$ cat src/rtl/ssd_axis_scanner_if.sv
// ----------------------------------------------------------------------------
// ssd_axis_scanner_if
// Valid/ready stream carrying one segment frame per transfer.
//   s_valid : frame valid (master -> slave)
//   s_ready : frame ready (slave -> master)
//   s_data  : [N_DIGITS-1:0][SEG_W-1:0] segment codes, 1 = lit, digit 0 rightmost
// ----------------------------------------------------------------------------
`timescale 1ns/1ps

interface ssd_axis_scanner_if #(
   parameter int N_DIGITS = 2,
   parameter int SEG_W    = 7
);
   logic                               s_valid;
   logic                               s_ready;
   logic [N_DIGITS-1:0][SEG_W-1:0]     s_data;

   modport master (output s_valid, output s_data, input  s_ready);
   modport slave  (input  s_valid, input  s_data, output s_ready);
endinterface

$ cat src/rtl/ssd_axis_scanner.sv
// ----------------------------------------------------------------------------
// ssd_axis_scanner
// Stream sink that drives a time-multiplexed seven-segment display. One frame
// is held pending and committed to the display only at the end of a full scan
// (last cycle of the last digit slot), so a scan never mixes two frames.
//
// Ports:
//   clk        : system clock
//   rst        : synchronous active-high reset
//   s          : slave side of ssd_axis_scanner_if (s_valid/s_ready/s_data)
//   an         : digit enables, one-hot when active, polarity per ACTIVE_LOW
//   seg        : segment drive, polarity per ACTIVE_LOW
//   frame_done : one-cycle pulse after a pending frame is committed
//
// Optional feature: define SSD_BLANK_EN to blank an/seg for the first
// BLANK_CYC cycles of each digit slot (ghosting dead time). Without it the
// digit is driven for the whole slot and BLANK_CYC is unused.
// ----------------------------------------------------------------------------
`timescale 1ns/1ps

module ssd_axis_scanner #(
   parameter int N_DIGITS    = 2,
   parameter int SEG_W       = 7,
   parameter int REFRESH_DIV = 100000,
   parameter int BLANK_CYC   = 1000,
   parameter int ACTIVE_LOW  = 1
) (
   input  logic                  clk,
   input  logic                  rst,
   ssd_axis_scanner_if.slave     s,
   output logic [N_DIGITS-1:0]   an,
   output logic [SEG_W-1:0]      seg,
   output logic                  frame_done
);

   localparam int CNT_W = (REFRESH_DIV > 1) ? $clog2(REFRESH_DIV) : 1;
   localparam int DIG_W = (N_DIGITS > 1) ? $clog2(N_DIGITS) : 1;
   localparam logic [CNT_W-1:0] CNT_LAST = CNT_W'(REFRESH_DIV - 1);
   localparam logic [DIG_W-1:0] DIG_LAST = DIG_W'(N_DIGITS - 1);
   // Inactive pin level; XOR with this converts active-high to pin polarity.
   localparam logic INACT = (ACTIVE_LOW != 0);

   typedef logic [N_DIGITS-1:0][SEG_W-1:0] frame_t;

   logic [CNT_W-1:0]    cnt_q, cnt_d;
   logic [DIG_W-1:0]    dig_q, dig_d;
   frame_t              pend_q, pend_d;
   logic                pend_v_q, pend_v_d;
   frame_t              disp_q, disp_d;
   logic                s_ready_q, s_ready_d;
   logic                frame_done_q, frame_done_d;
   logic [N_DIGITS-1:0] an_q, an_d;
   logic [SEG_W-1:0]    seg_q, seg_d;

   logic                slot_end;
   logic                boundary;
   logic                lit;
   logic [N_DIGITS-1:0] an_act;
   logic [SEG_W-1:0]    seg_act;

   // NOTE: every variable gets a default at the top of always_comb so that no
   // path leaves it unassigned; otherwise synthesis infers a latch.
   always_comb begin
      cnt_d        = cnt_q + 1'b1;
      dig_d        = dig_q;
      pend_d       = pend_q;
      pend_v_d     = pend_v_q;
      disp_d       = disp_q;
      frame_done_d = 1'b0;

      slot_end = (cnt_q == CNT_LAST);
      boundary = slot_end && (dig_q == DIG_LAST);

      if (slot_end) begin
         cnt_d = '0;
         dig_d = (dig_q == DIG_LAST) ? '0 : dig_q + 1'b1;
      end

      // s_ready_q is low whenever pend_v_q is high, so a capture and a commit
      // can never happen on the same edge.
      if (s.s_valid && s_ready_q) begin
         pend_d   = s.s_data;
         pend_v_d = 1'b1;
      end

      if (boundary && pend_v_q) begin
         disp_d       = pend_q;
         pend_v_d     = 1'b0;
         frame_done_d = 1'b1;
      end

      s_ready_d = ~pend_v_d;
   end

   // Output stage: registered view of the slot described by cnt_q/dig_q.
   always_comb begin
      an_act  = '0;
      seg_act = '0;
`ifdef SSD_BLANK_EN
      lit = (cnt_q >= CNT_W'(BLANK_CYC));
`else
      lit = 1'b1;
`endif
      if (lit) begin
         an_act[dig_q] = 1'b1;
         seg_act       = disp_q[dig_q];
      end
      an_d  = an_act  ^ {N_DIGITS{INACT}};
      seg_d = seg_act ^ {SEG_W{INACT}};
   end

   // NOTE: sequential state uses non-blocking assignments so every flop
   // samples the pre-edge values regardless of statement order.
   always_ff @(posedge clk) begin
      if (rst) begin
         cnt_q        <= '0;
         dig_q        <= '0;
         pend_q       <= '0;
         pend_v_q     <= 1'b0;
         disp_q       <= '0;
         s_ready_q    <= 1'b0;
         frame_done_q <= 1'b0;
         an_q         <= {N_DIGITS{INACT}};
         seg_q        <= {SEG_W{INACT}};
      end else begin
         cnt_q        <= cnt_d;
         dig_q        <= dig_d;
         pend_q       <= pend_d;
         pend_v_q     <= pend_v_d;
         disp_q       <= disp_d;
         s_ready_q    <= s_ready_d;
         frame_done_q <= frame_done_d;
         an_q         <= an_d;
         seg_q        <= seg_d;
      end
   end

   assign s.s_ready  = s_ready_q;
   assign an         = an_q;
   assign seg        = seg_q;
   assign frame_done = frame_done_q;

endmodule
$ cat src/flat_wrapper.sv
// flat-port wrapper written by rule: the top's interface ports become plain ports
module ssd_axis_scanner_flat 
#(
   parameter int N_DIGITS    = 2,
   parameter int SEG_W       = 7,
   parameter int REFRESH_DIV = 100000,
   parameter int BLANK_CYC   = 1000,
   parameter int ACTIVE_LOW  = 1
)
  (clk, rst, an, seg, frame_done, s_s_valid, s_s_data, s_s_ready);
  ssd_axis_scanner_if #(.N_DIGITS(N_DIGITS), .SEG_W(SEG_W)) s_i ();
  input  logic clk;
  input  logic rst;
  output logic [N_DIGITS-1:0] an;
  output logic [SEG_W-1:0] seg;
  output logic frame_done;
  input wire logic [$bits(s_i.s_valid)-1:0] s_s_valid;
  input wire logic [$bits(s_i.s_data)-1:0] s_s_data;
  output wire logic [$bits(s_i.s_ready)-1:0] s_s_ready;
  assign s_i.s_valid = s_s_valid;
  assign s_i.s_data = s_s_data;
  assign s_s_ready = s_i.s_ready;
  ssd_axis_scanner #(.N_DIGITS(N_DIGITS), .SEG_W(SEG_W), .REFRESH_DIV(REFRESH_DIV), .BLANK_CYC(BLANK_CYC), .ACTIVE_LOW(ACTIVE_LOW)) u_core (.clk(clk), .rst(rst), .s(s_i), .an(an), .seg(seg), .frame_done(frame_done));
endmodule
$ cat config.mk
export PLATFORM = sky130hd
export DESIGN_NAME = ssd_axis_scanner_flat
export DESIGN_NICKNAME = d
export VERILOG_FILES = /design/src/rtl/ssd_axis_scanner_if.sv /design/src/rtl/ssd_axis_scanner.sv /design/src/flat_wrapper.sv
export SDC_FILE = /design/constraint.sdc
export NUM_CORES = 1
export LEC_CHECK = 0
export CORE_ASPECT_RATIO = 2
export CORE_MARGIN = 2
export CORE_UTILIZATION = 30
export DETAILED_ROUTE_END_ITERATION = 8
export SYNTH_ARGS = -nofsm -noshare
export SYNTH_HDL_FRONTEND = slang
export SYNTH_SLANG_ARGS = --single-unit
$ cat constraint.sdc
create_clock -name clk -period 5 [get_ports clk]
set_clock_uncertainty 0.2 [all_clocks]
set_input_delay 1 -clock clk [delete_from_list [all_inputs] [get_ports clk]]
set_output_delay 1 -clock clk [all_outputs]
set_load 0.005 [all_outputs]
* After elaboration in Yosys (flattened, before gate mapping)
Index checks and enable logic that the tools add are counted.
** Storage, ports and cells
- Register bits after elaboration :: 58
- Input bits :: 17
- Output and inout port bits :: 11
- Word-level logic and storage cells :: 32
** Cells by class
- Add/sub/neg operators :: 2
- $lt $le $gt $ge :: 2
- Eq/ne operators :: 1
- Muxes and demuxes :: 8
- Bitwise operators :: 3
- Reductions and logical operators :: 5
** Operators by type and width (count)
- adder 17 x 1 -> 17 bit, second input constant :: 1
- == test 17 bit, second input constant :: 1
- two-way mux 7 bit :: 2
- NOT 7 bit :: 1
- two-way mux 1 bit :: 5
- logical AND 1 bit :: 4
- less-than comparator 1 x 2 -> 1 bit, second input constant :: 1
- NOT 2 bit :: 1
- OR reduction 2 bit :: 1
- adder 1 bit, second input constant :: 1
- demux 1 bit (select 1 bit) :: 1
- greater-or-equal comparator 1 bit, second input constant :: 1
- NOT 1 bit :: 1

* Depth between registers and ports, before layout
- Depth in word-level cells :: 5
- Gate-level depth with buffers :: 8
- Gate-level depth less buffers :: 5

* Least setup slack after synthesis
Ideal clock, no wire load.
- Kind :: input-to-reg
- From :: input port s_s_valid
- To :: register u_core.pend_q[10] (netlist name)
- Library setup time :: 0.070 ns
- Data arrival time :: 1.662 ns
- Required time :: 4.730 ns
- Path slack :: 3.068 ns
- Cell stages on the path :: 4
- Path buffers :: 1
- Cell sequence :: and2_0 > clkbuf_1 > nand2_1 > a21oi_1
** On the way
- Longest elaborated chain between the ends :: 1
** RTL lines
- from (decl) :: line flat_wrapper.sv:17 : input wire logic [$bits(s_i.s_valid)-1:0] s_s_valid;
- logical AND 1 bit :: line ssd_axis_scanner.sv:81 : if (s.s_valid && s_ready_q) begin
- to (signal assigned) :: line ssd_axis_scanner.sv:128 : pend_q <= pend_d;
- to (decl) :: line ssd_axis_scanner.sv:47 : frame_t pend_q, pend_d;
No other way between the ends.
A chain may end at the register's enable or synchronous reset.

* Final worst setup path
- From :: input port rst
- To :: register u_core.cnt_q[4]
** On the way
- Longest elaborated chain between the ends :: 1
** RTL lines
- from (decl) :: line flat_wrapper.sv:13 : input logic rst;
- OR reduction 2 bit (no source line)
- to (signal assigned) :: line ssd_axis_scanner.sv:126 : cnt_q <= cnt_d;
- to (decl) :: line ssd_axis_scanner.sv:45 : logic [CNT_W-1:0] cnt_q, cnt_d;
No other way between the ends.

==> impl_results.md <==
- Compound-Gate Fraction of Synth Area: 9.802%
- Clock latency at the later pin of the worst-skew pair: 320 ps
- LEAKAGE: 0.9339 nW
- Slowest cell on crit path: a21o_1
- Seq cells post-synth: 58
- CTS tree: yes
- Avg Inst Size Synth: 8.911 µm²
- Worst setup path class: in -> reg
- Crit end category: flip-flop
- All-layer global routing usage: 12.83%
- Core ar.: 7322 µm²
- Initial core utilization: 31.03%
- Global-route wire length before repair: 8142 µm
- DR WL/cell: 13.01 µm
- Clk root buf: clkbuf_16
- ANT cells: 0
- Reg2Reg Launch Point: u_core.dig_q$_SDFFE_PP0N_
- Die Width: 65.54 µm
- Max stage delay on crit path: 500 ps
- Worst ir drop on vdd: 0.0002261 V
- Final Wtd Congestion: 0.8223
- Grt ovf: 0
- Clock slew at reported path FFs: 50 ps
- Post-synth EDFFs: 0
- Critical Path, Cell by Cell: clkdlybuf4s50_1 -> buf_4 -> a21o_1 -> nor2_1
- CTS max path bufs: 2
- Multi-input logic area: 992.2 µm²
- Initial antenna violation count: 0
- Pin count of the biggest net entering global routing: 42
- Async set or reset register ratio after synthesis: 0%
- Slew margin rel.: 49.33%
- IO Count: 28
- Layout cell share with drive strength beyond 1: 8.214%
- Critical path peak fanout: 41
- Post-synthesis xor/xnor area fraction: 5.782%
- Worst setup SP type: primary input
- Fmax: 406.4 MHz
- Num CTS Buffers: 9
- Vias in the first global route: 1782
- Mux share of post-synthesis cell area: 3.524%
- Setup Total Neg Slack: 0 ps
- Pwr/cell area: 374.2 nW/µm²
- Crit path DAT: 2440 ps
- Post-synthesis instance area: 2272 µm²
- Finish-stage setup viols: 0
- R2r endpoint: u_core.disp_q[2]$_SDFFE_PP0P_
- Fin. max-slew vios: 0
- Area growth from synthesis to layout: 24.50%
- Adder-Cell Fraction of Synth Area: 0.5507%
- Slew @ Worst Pin: 759.6 ps
- Total number of vias: 1800
- Register area share after synthesis: 51.10%
- Main flop type after synthesis: dfxtp_1
- Largest family of logic cells by synthesized area: simple AND/OR/NAND/NOR gates
- Number of H-tree levels: 3
- Die ar.: 8329 µm²
- Commonest non-fill, non-tap cells in the layout: 58 x dfxtp_1, 33 x nand2_1, 29 x a21oi_1
- YS warnings: 0
- Sink Count: 58
- HP Start: u_core.pend_q[12]$_SDFFE_PP0P_
- RSZ-0062 raised after global routing: no
- Buffer count from post-CTS setup fixing: 0
- # nets final: 296
- Post-detailed-route count of antenna-violating nets: 0
- Hold buffer count at CTS: 0
- Net Count, Synth: 273
- Final Hold Slack: 254.5 ps
- Commonest non-fill, non-tap cell in the layout: dfxtp_1
- Crit share post-route: 49.22%
- Iteration-0 DRC Markers: 38
- Hold EP: u_core.pend_q[12]$_SDFFE_PP0P_
- Hpwl dp: 3392 µm
- IO Port Bufs: 27
- R2R Setup Slk: 2590 ps
- Post-Syn Instances: 255
- Cell taking the most area after synthesis: dfxtp_1
- Yosys top cell area share: 51.10%
- Max-cap violations: 0
- Post-cts resize count: 0
- First-pass DRT Iterations: 4
- Largest cells by area after synthesis: dfxtp_1 51%, a21oi_1 6.4%, nand2_1 5.5%
- Row count: 44
- Die Ht: 127.1 µm
- Vias per Instance: 4.839
- FF/Latch Area: 1161 µm²
- Distinct cells, synth: 31
- Post-Route WL: 4841 µm
- Worst hold path depth: 2
- R2R cell count: 4
- Hold Path Class: reg -> reg
- Status: finished, final reports clean
- Total of fill cells in the finished design: 743
- Fin. Hold Viols: 0
- Simple-Gate Fraction of Synth Area: 24.01%
- Final min period: 2461 ps
- DRC viols: 0
- CP required: 4980 ps
routing by layer:
layer / vias to the layer above / GRT usage (%) / share of wire, %
met1: 835 / 12.91 / 40
met2: 33 / 22.09 / 52
li1: 913 / - / -
met5: - / 0 / 0
met3: 19 / 2.729 / 2.4
met4: 0 / 10.17 / 5.2
power by group:
| group | internal (W) | switching, W | total, W |
|---|---|---|---|
| clock network | 0.000352 | 0.000186 | 0.000539 |
| registers | 0.000473 | 0.00000589 | 0.000479 |
| logic | 0.0000206 | 0.0000206 | 0.0000413 |
| total | 0.000846 | 0.000213 | 0.00106 |
stage by stage:
stage | total power (W) | utilization [%] | instances | setup WS [ps] | cell area [µm²]
floorplan | 0.0005078 | - | 255 | 3068 | 2272
global placement | 0.0005280 | 35.08 | 359 | 2245 | 2569
detailed placement | 0.0005288 | 35.08 | 359 | 2211 | 2569
CTS | 0.001072 | 38.64 | 372 | 2553 | 2829
global route | 0.001095 | 38.64 | 372 | 2313 | 2829
finish | 0.001059 | 38.64 | 372 | 2539 | 2829
cells in the mapped netlist (all sizes together) (3+ instances only):
library cell   n
nor4           4
nor2          23
nand2         33
dfxtp         58
o21ai         14
and2           3
nand3          6
a21oi         29
inv            4
or2            8
buf            7
nand4         19
clkbuf        10
xnor2         14
mux2i          8
nor3           4
final cells by class:
cell class,count,area share (%)
Inverter,4,0.5307
Sequential cell,58,41.04
Tap cell,92,4.069
Multi-Input combinational cell,176,35.07
Timing Repair Buffer,29,10.08
Clock buffer,13,9.199
critical path, delay by kind of cell:
family / cells / cell delay, ps
buffers and inverters: 2 / 810
AOI/OAI and AO/OA: 1 / 500
and+or+nand+nor: 1 / 110
registers in the layout, indices dropped and copies added (netlist names), 2 cells and up:
register / cells
u_core.an: 2
u_core.cnt_q: 17
u_core.disp_q: 14
u_core.pend_q: 14
u_core.seg: 7
worst max path at each step:
stage	from	endpoint	slack, ps	depth (start not counted)
6_report	rst	u_core.cnt_q[4]$_SDFF_PP0_	2540	4
5_1_grt	u_core.dig_q$_SDFFE_PP0N_	u_core.disp_q[13]$_SDFFE_PP0P_	2310	4
4_1_cts	rst	u_core.cnt_q[5]$_SDFF_PP0_	2550	4
3_5_place_dp	rst	u_core.cnt_q[5]$_SDFF_PP0_	2210	4
3_3_place_gp	rst	u_core.cnt_q[5]$_SDFF_PP0_	2250	4
2_1_floorplan	s_s_valid	u_core.pend_q[10]$_SDFFE_PP0P_	3070	4
cells by family (layout without fill, tap and decap cells):
logic type | count (synthesis) | in the layout
flip-flops | 58 | 58
AND/OR/NAND/NOR | 108 | 108
buffers and inverters | 21 | 46
AO/OA/AOI/OAI | 44 | 44
adder cells (fa/ha/maj) | 1 | 1
XOR/XNOR | 15 | 15
multiplexers | 8 | 8
No activity file was read; power rests on OpenSTA's default activity.
==> RTL edit 1, RTL diff (same flow settings) <==
Add a define of `SSD_BLANK_EN`.
--- a/src/rtl/ssd_axis_scanner.sv
+++ b/src/rtl/ssd_axis_scanner.sv
@@ -18,4 +18,6 @@
 // ----------------------------------------------------------------------------
 `timescale 1ns/1ps
+
+`define SSD_BLANK_EN
 
 module ssd_axis_scanner #(
Check against the original RTL: not equivalent (Yosys sat finds a counterexample within 4 cycles, from zero or initial values and one cycle with rst high).
==> RTL edit 1 against the original RTL <==
- synthesized area increased by 2.0%
- routed wire length grew 5.1%
- sequential power about the same
- setup slack gained 0.088 ns
- total power increased by 7.2%
- via count increased by 6.0%
- cell area is 4.4% higher
- sequential cell count stayed put
- critical endpoint is now s_s_ready
- highest routed layer unchanged
==> RTL edit 1: results (changes against the original RTL) <==
stage;metric;value;unit;change
logic_synthesis;ys_seq_area_frac;0.501;;was 0.511
logic_synthesis;netlist_top_cells_area;dfxtp_1 (50%), a21oi_1 (6.7%), nand2_1 (6.6%), nand4_1 (5.1%), o21ai_0 (3.9%);;was dfxtp_1 (51%), a21oi_1 (6.4%), nand2_1 (5.5%), xnor2_1 (5.4%), nand4_1 (5.0%)
logic_synthesis;synthTopCellsByCount;dfxtp_1 (58), nand2_1 (41), a21oi_1 (31);;was dfxtp_1 (58), nand2_1 (33), a21oi_1 (29)
layout;final_net_count;309;;was 296
global_routing;grt_pass1_vias;1900;;was 1782
layout;fillers;785;;was 743
global_routing;grt_pass1_wl;8.24;mm;was 8.14 mm
power;peakVddDrop;0.169;mV;was 0.226 mV
routing;viasPerCell;4.90;;was 4.84
logic_synthesis;synth_fa_ha_area_frac;0.0108;;was 0.00551
placement;place_congestion;0.728;;was 0.822
logic_synthesis;synth-compound-area-share;0.115;;was 0.0980
worst_setup_path;cp_max_fo;3;;was 41
global_routing;use_met2;0.248;;was 0.221
power;power_frac_comb;0.036;;was 0.039
routing;wl_met2;2.96;mm;was 2.52 mm
routing;met1_length;1.87;mm;was 1.96 mm
routing;dr_wl_met3;163;um;was 117 um
worst_setup_path;crit_arrival;1.17;ns;was 2.44 ns
sta;tightest_slew;0.736;ns;was 0.760 ns
logic_synthesis;synthXorXnorAreaFrac;0.0491;;was 0.0578
logic_synthesis;muxShareOfSynthArea;0.0340;;was 0.0352
routing;drtIter0Drc;101;;was 38
logic_synthesis;ys_types;32;;was 31
worst_setup_path;cp_slowest_cell;clkdlybuf4s50_1;;was a21o_1
global_routing;grt_use_met3;0.0404;;was 0.0273
logic_synthesis;syn_nets;286;;was 273
power;leakage;1.01;nW;was 0.934 nW
global_routing;grt.total_usage;0.130;;was 0.128
outcome;status;finished, final reports clean;;unchanged
power;p_clk_frac;0.542;;was 0.509
==> RTL edit 1: cell types whose count changed in the layout (fill, tap and decap cells not counted), moves of 3 or more <==
| cell | before | now |
|---|---|---|
| xor2_1 | 1 | 5 |
| or2_2 | 8 | 0 |
| clkinv_2 | 0 | 3 |
| mux2i_1 | 8 | 0 |
| nand3_1 | 6 | 9 |
| nand2_1 | 33 | 41 |
| nor2_1 | 23 | 18 |
| mux2_2 | 0 | 7 |
| o21ai_0 | 14 | 18 |
| xnor2_1 | 14 | 8 |
==> RTL edit 1: path summary, 6_finish.rpt <==
path / from / endpoint / slack (ns) / depth (start not counted)
worst min-delay path: u_core.pend_q[7]$_SDFFE_PP0P_ / u_core.pend_q[7]$_SDFFE_PP0P_ / 0.25 / 2
worst max register to register: u_core.dig_q$_SDFFE_PP0N_ / u_core.disp_q[5]$_SDFFE_PP0P_ / 2.67 / 4
worst max-delay path: u_core.s.s_ready$_SDFF_PP0_ / s_s_ready / 2.63 / 1
worst min register to register: u_core.pend_q[7]$_SDFFE_PP0P_ / u_core.pend_q[7]$_SDFFE_PP0P_ / 0.25 / 2
==> RTL edit 1: per-stage QoR <==
stage	power [W]	setup slack (ns)	util	area, um2	cells
final	0.00113	2.63	0.391	2950	389
after global routing	0.00117	2.42	0.391	2950	389
after CTS	0.00114	2.60	0.391	2950	389
after detailed placement	0.000530	2.33	0.351	2650	373
after global placement	0.000529	2.37	0.351	2650	373
after floorplan	0.000508	3.01	-	2320	267
==> RTL edit 1: cell type report <==
cell class	instances	area (um2)	share of cell area
well taps	94	118	0.0398
inverters	5	18.8	0.00636
clock buffers	11	253	0.0856
flip-flops and latches	58	1160	0.393
repair buffers	28	278	0.0941
clock inverters	5	52.6	0.0178
multi-input cells	188	1070	0.363
==> RTL edit 2, RTL diff (config.mk and constraints unchanged) <==
Without the edit above. Make the reset (`rst`) asynchronous in one clocked block. Comments in the files are not updated.
--- a/src/rtl/ssd_axis_scanner.sv
+++ b/src/rtl/ssd_axis_scanner.sv
@@ -112,5 +112,5 @@
    // NOTE: sequential state uses non-blocking assignments so every flop
    // samples the pre-edge values regardless of statement order.
-   always_ff @(posedge clk) begin
+   always_ff @(posedge clk or posedge rst) begin
       if (rst) begin
          cnt_q        <= '0;
Behaviour: differs if rst is asserted again (counterexample within 4 cycles, from zero or initial values and one cycle with rst high); with rst held inactive, the same outputs for 10 cycles.
==> RTL edit 2 against the original RTL <==
- clock power rose by 0.7%
- setup slack got worse by 0.48 ns
- global-route usage decreased by 0.84 points
- cell area is 5.2% higher
- total power is 6.8% higher
- synthesized cell count shrank 35%
- synthesized area increased by 3.7%
- maximum frequency fell by 16%
- sequential share of layout area grew 8.1 points
- routed wire length fell by 12%
- non-clock buffer count decreased by 1
- sequential cell count did not move
- largest cell class unchanged
- largest power group unchanged
==> RTL edit 2: results (changes against the original RTL) <==
stage;metric;value;unit;change
run;maxCapViolations;0;;unchanged
layout;top_regs;u_core.cnt_q: 17 flops, u_core.disp_q: 14 flops, u_core.pend_q: 14 flops;;unchanged
placement;place_congestion;0.773;;was 0.822
global_routing;grt_max_degree;39;;was 42
power;peakVddDrop;0.170;mV;was 0.226 mV
layout;final_net_count;218;;was 296
placement;postPlaceCellArea;0.00271;mm2;was 0.00257 mm2
clock_network;cts_made_buffers;9;;unchanged
placement;dp.cells;283;;was 359
placement;dp_slack;2.01;ns;was 2.21 ns
worst_setup_path;crit_arrival;2.95;ns;was 2.44 ns
clock_network;worstSkewPairLatency;0.32;ns;about the same
worst_setup_path;cp_max_fo;17;;was 41
worst_setup_path;cp_slowest_cell;and3_1;;was a21o_1
sta;maxSlewHeadroom;0.448;;was 0.493
layout;drive_above_1_share;0.293;;was 0.0821
logic_synthesis;netlist_instances;166;;was 255
clock_network;h-tree-depth;3;;unchanged
power;internal_power;0.000889;W;was 0.000846 W
logic_synthesis;synth_warnings;0;;unchanged
worst_setup_path;cpLargestDelayFamily;simple AND/OR/NAND/NOR gates;;was buffers and inverters
layout;fin_cells;299;;was 372
logic_synthesis;synthTopCellsByCount;dfrtp_1 (49), mux2_2 (21), dfstp_2 (9), nand2_1 (9), nor2_1 (8);;was dfxtp_1 (58), nand2_1 (33), a21oi_1 (29)
min_path;hp-class;reg -> reg;;unchanged
logic_synthesis;netlist_top_cells_area;dfrtp_1 (52%), dfstp_2 (10%), mux2_2 (10%), mux2_4 (4.5%), mux2i_1 (3.0%);;was dfxtp_1 (51%), a21oi_1 (6.4%), nand2_1 (5.5%), xnor2_1 (5.4%), nand4_1 (5.0%)
logic_synthesis;syn_nets;184;;was 273
global_routing;grt_pass1_wl;7.45;mm;was 8.14 mm
clock_network;root_buffer;clkbuf_16;;unchanged
worst_setup_path;slowest_delay;0.77;ns;was 0.50 ns
outcome;status;finished, final reports clean;;unchanged
clock_network;clk_path_buf_depth;2;;unchanged
clock_network;cts_setup_buffers;0;;unchanged
clock_network;clkTransAtPathRegs;0.05;ns;about the same
placement;io_buffer_count;27;;unchanged
logic_synthesis;synthArstFlopShare;1.00;;was 0
global_routing;grt.total_usage;0.120;;was 0.128
layout;n_antenna_cell;0;;unchanged
routing;drtIter0Drc;100;;was 38
routing;firstDrtPassIters;4;;unchanged
logic_synthesis;ys_types;35;;was 31
power;leakage;1.25;nW;was 0.934 nW
logic_synthesis;ys_seq_area_frac;0.620;;was 0.511
clock_network;postCtsResizedCells;0;;unchanged
placement;dpl.hpwl;3.07;mm;was 3.39 mm
global_routing;grt_pass1_vias;1548;;was 1782
routing;finalWirelength;4.26;mm;was 4.84 mm
global_routing;antenna_found_initial;0;;unchanged
routing;num_vias;1394;;was 1800
## RTL edit 2: cell count changes after synthesis, moves of 8 or more
cell | before | now
nand2_1 | 33 | 9
a21oi_1 | 29 | 4
mux2_2 | 0 | 21
o21ai_0 | 14 | 3
or2_2 | 8 | 0
dfstp_2 | 0 | 9
nand4_1 | 18 | 6
nor2_1 | 23 | 8
dfxtp_1 | 58 | 0
clkbuf_1 | 9 | 0
dfrtp_1 | 0 | 49
## RTL edit 2: final cells by class
| cell class | count | area [um2] |
|---|---|---|
| inverter | 3 | 11.3 |
| tap | 94 | 118 |
| timing repair buffer | 28 | 278 |
| fill | 754 | 4620 |
| clock buffer | 10 | 239 |
| sequential | 58 | 1460 |
| clock inverter | 6 | 32.5 |
| multi-input combinational | 100 | 836 |
## RTL edit 2: metal layers
layer  wire length, um  global-route usage  vias to the layer above
met5                 0                   0                        -
li1                  -                   -                      650
met3               209              0.0425                       11
met1              1520               0.124                      696
met4               147              0.0792                        0
met2              2380               0.199                       37
## RTL edit 2: path summary, 6_finish.rpt
check,startpoint,endpoint,slack (ns),cells past startpoint
setup / recovery,u_core.cnt_q[8]$_DFF_PP0_,u_core.disp_q[13]$_DFFE_PP0P_,2.05,4
hold / removal,u_core.disp_q[11]$_DFFE_PP0P_,u_core.seg[4]$_DFF_PP1_,0.21,1
setup reg to reg,u_core.cnt_q[8]$_DFF_PP0_,u_core.disp_q[13]$_DFFE_PP0P_,2.05,4
hold reg to reg,u_core.disp_q[11]$_DFFE_PP0P_,u_core.seg[4]$_DFF_PP1_,0.21,1
max in group asynchronous,rst,u_core.seg[1]$_DFF_PP1_,2.82,3
min in group asynchronous,rst,u_core.cnt_q[2]$_DFF_PP0_,0.95,2
## RTL edit 2: worst register-to-register path, cell delays in order, from the launching register on
cell and delay, ns:
dfrtp_1 0.41, or4_4 0.57, nor4_4 0.46, and3_1 0.77
mux2_2 0.42
## RTL edit 2: power groups by stage
stage	sequential (W)	combinational [W]	clock [W]
2_1_floorplan	0.000525	0.0000418	0
3_3_place_gp	0.000533	0.0000611	0
5_1_grt	0.000531	0.0000686	0.000587
6_report	0.000526	0.0000615	0.000543
3_5_place_dp	0.000535	0.0000634	0
4_1_cts	0.000527	0.0000635	0.000562
## RTL edit 2: logic make-up (layout without fill, tap and decap cells)
kind of cell	count (synthesis)	count (layout)	synth area share
flip-flops	58	58	0.620
AND/OR/NAND/NOR	44	44	0.111
multiplexers	35	35	0.175
XOR/XNOR	12	12	0.0446
AO/OA/AOI/OAI	8	8	0.0186
buffers and inverters	8	47	0.0249
adder cells (fa/ha/maj)	1	1	0.00531
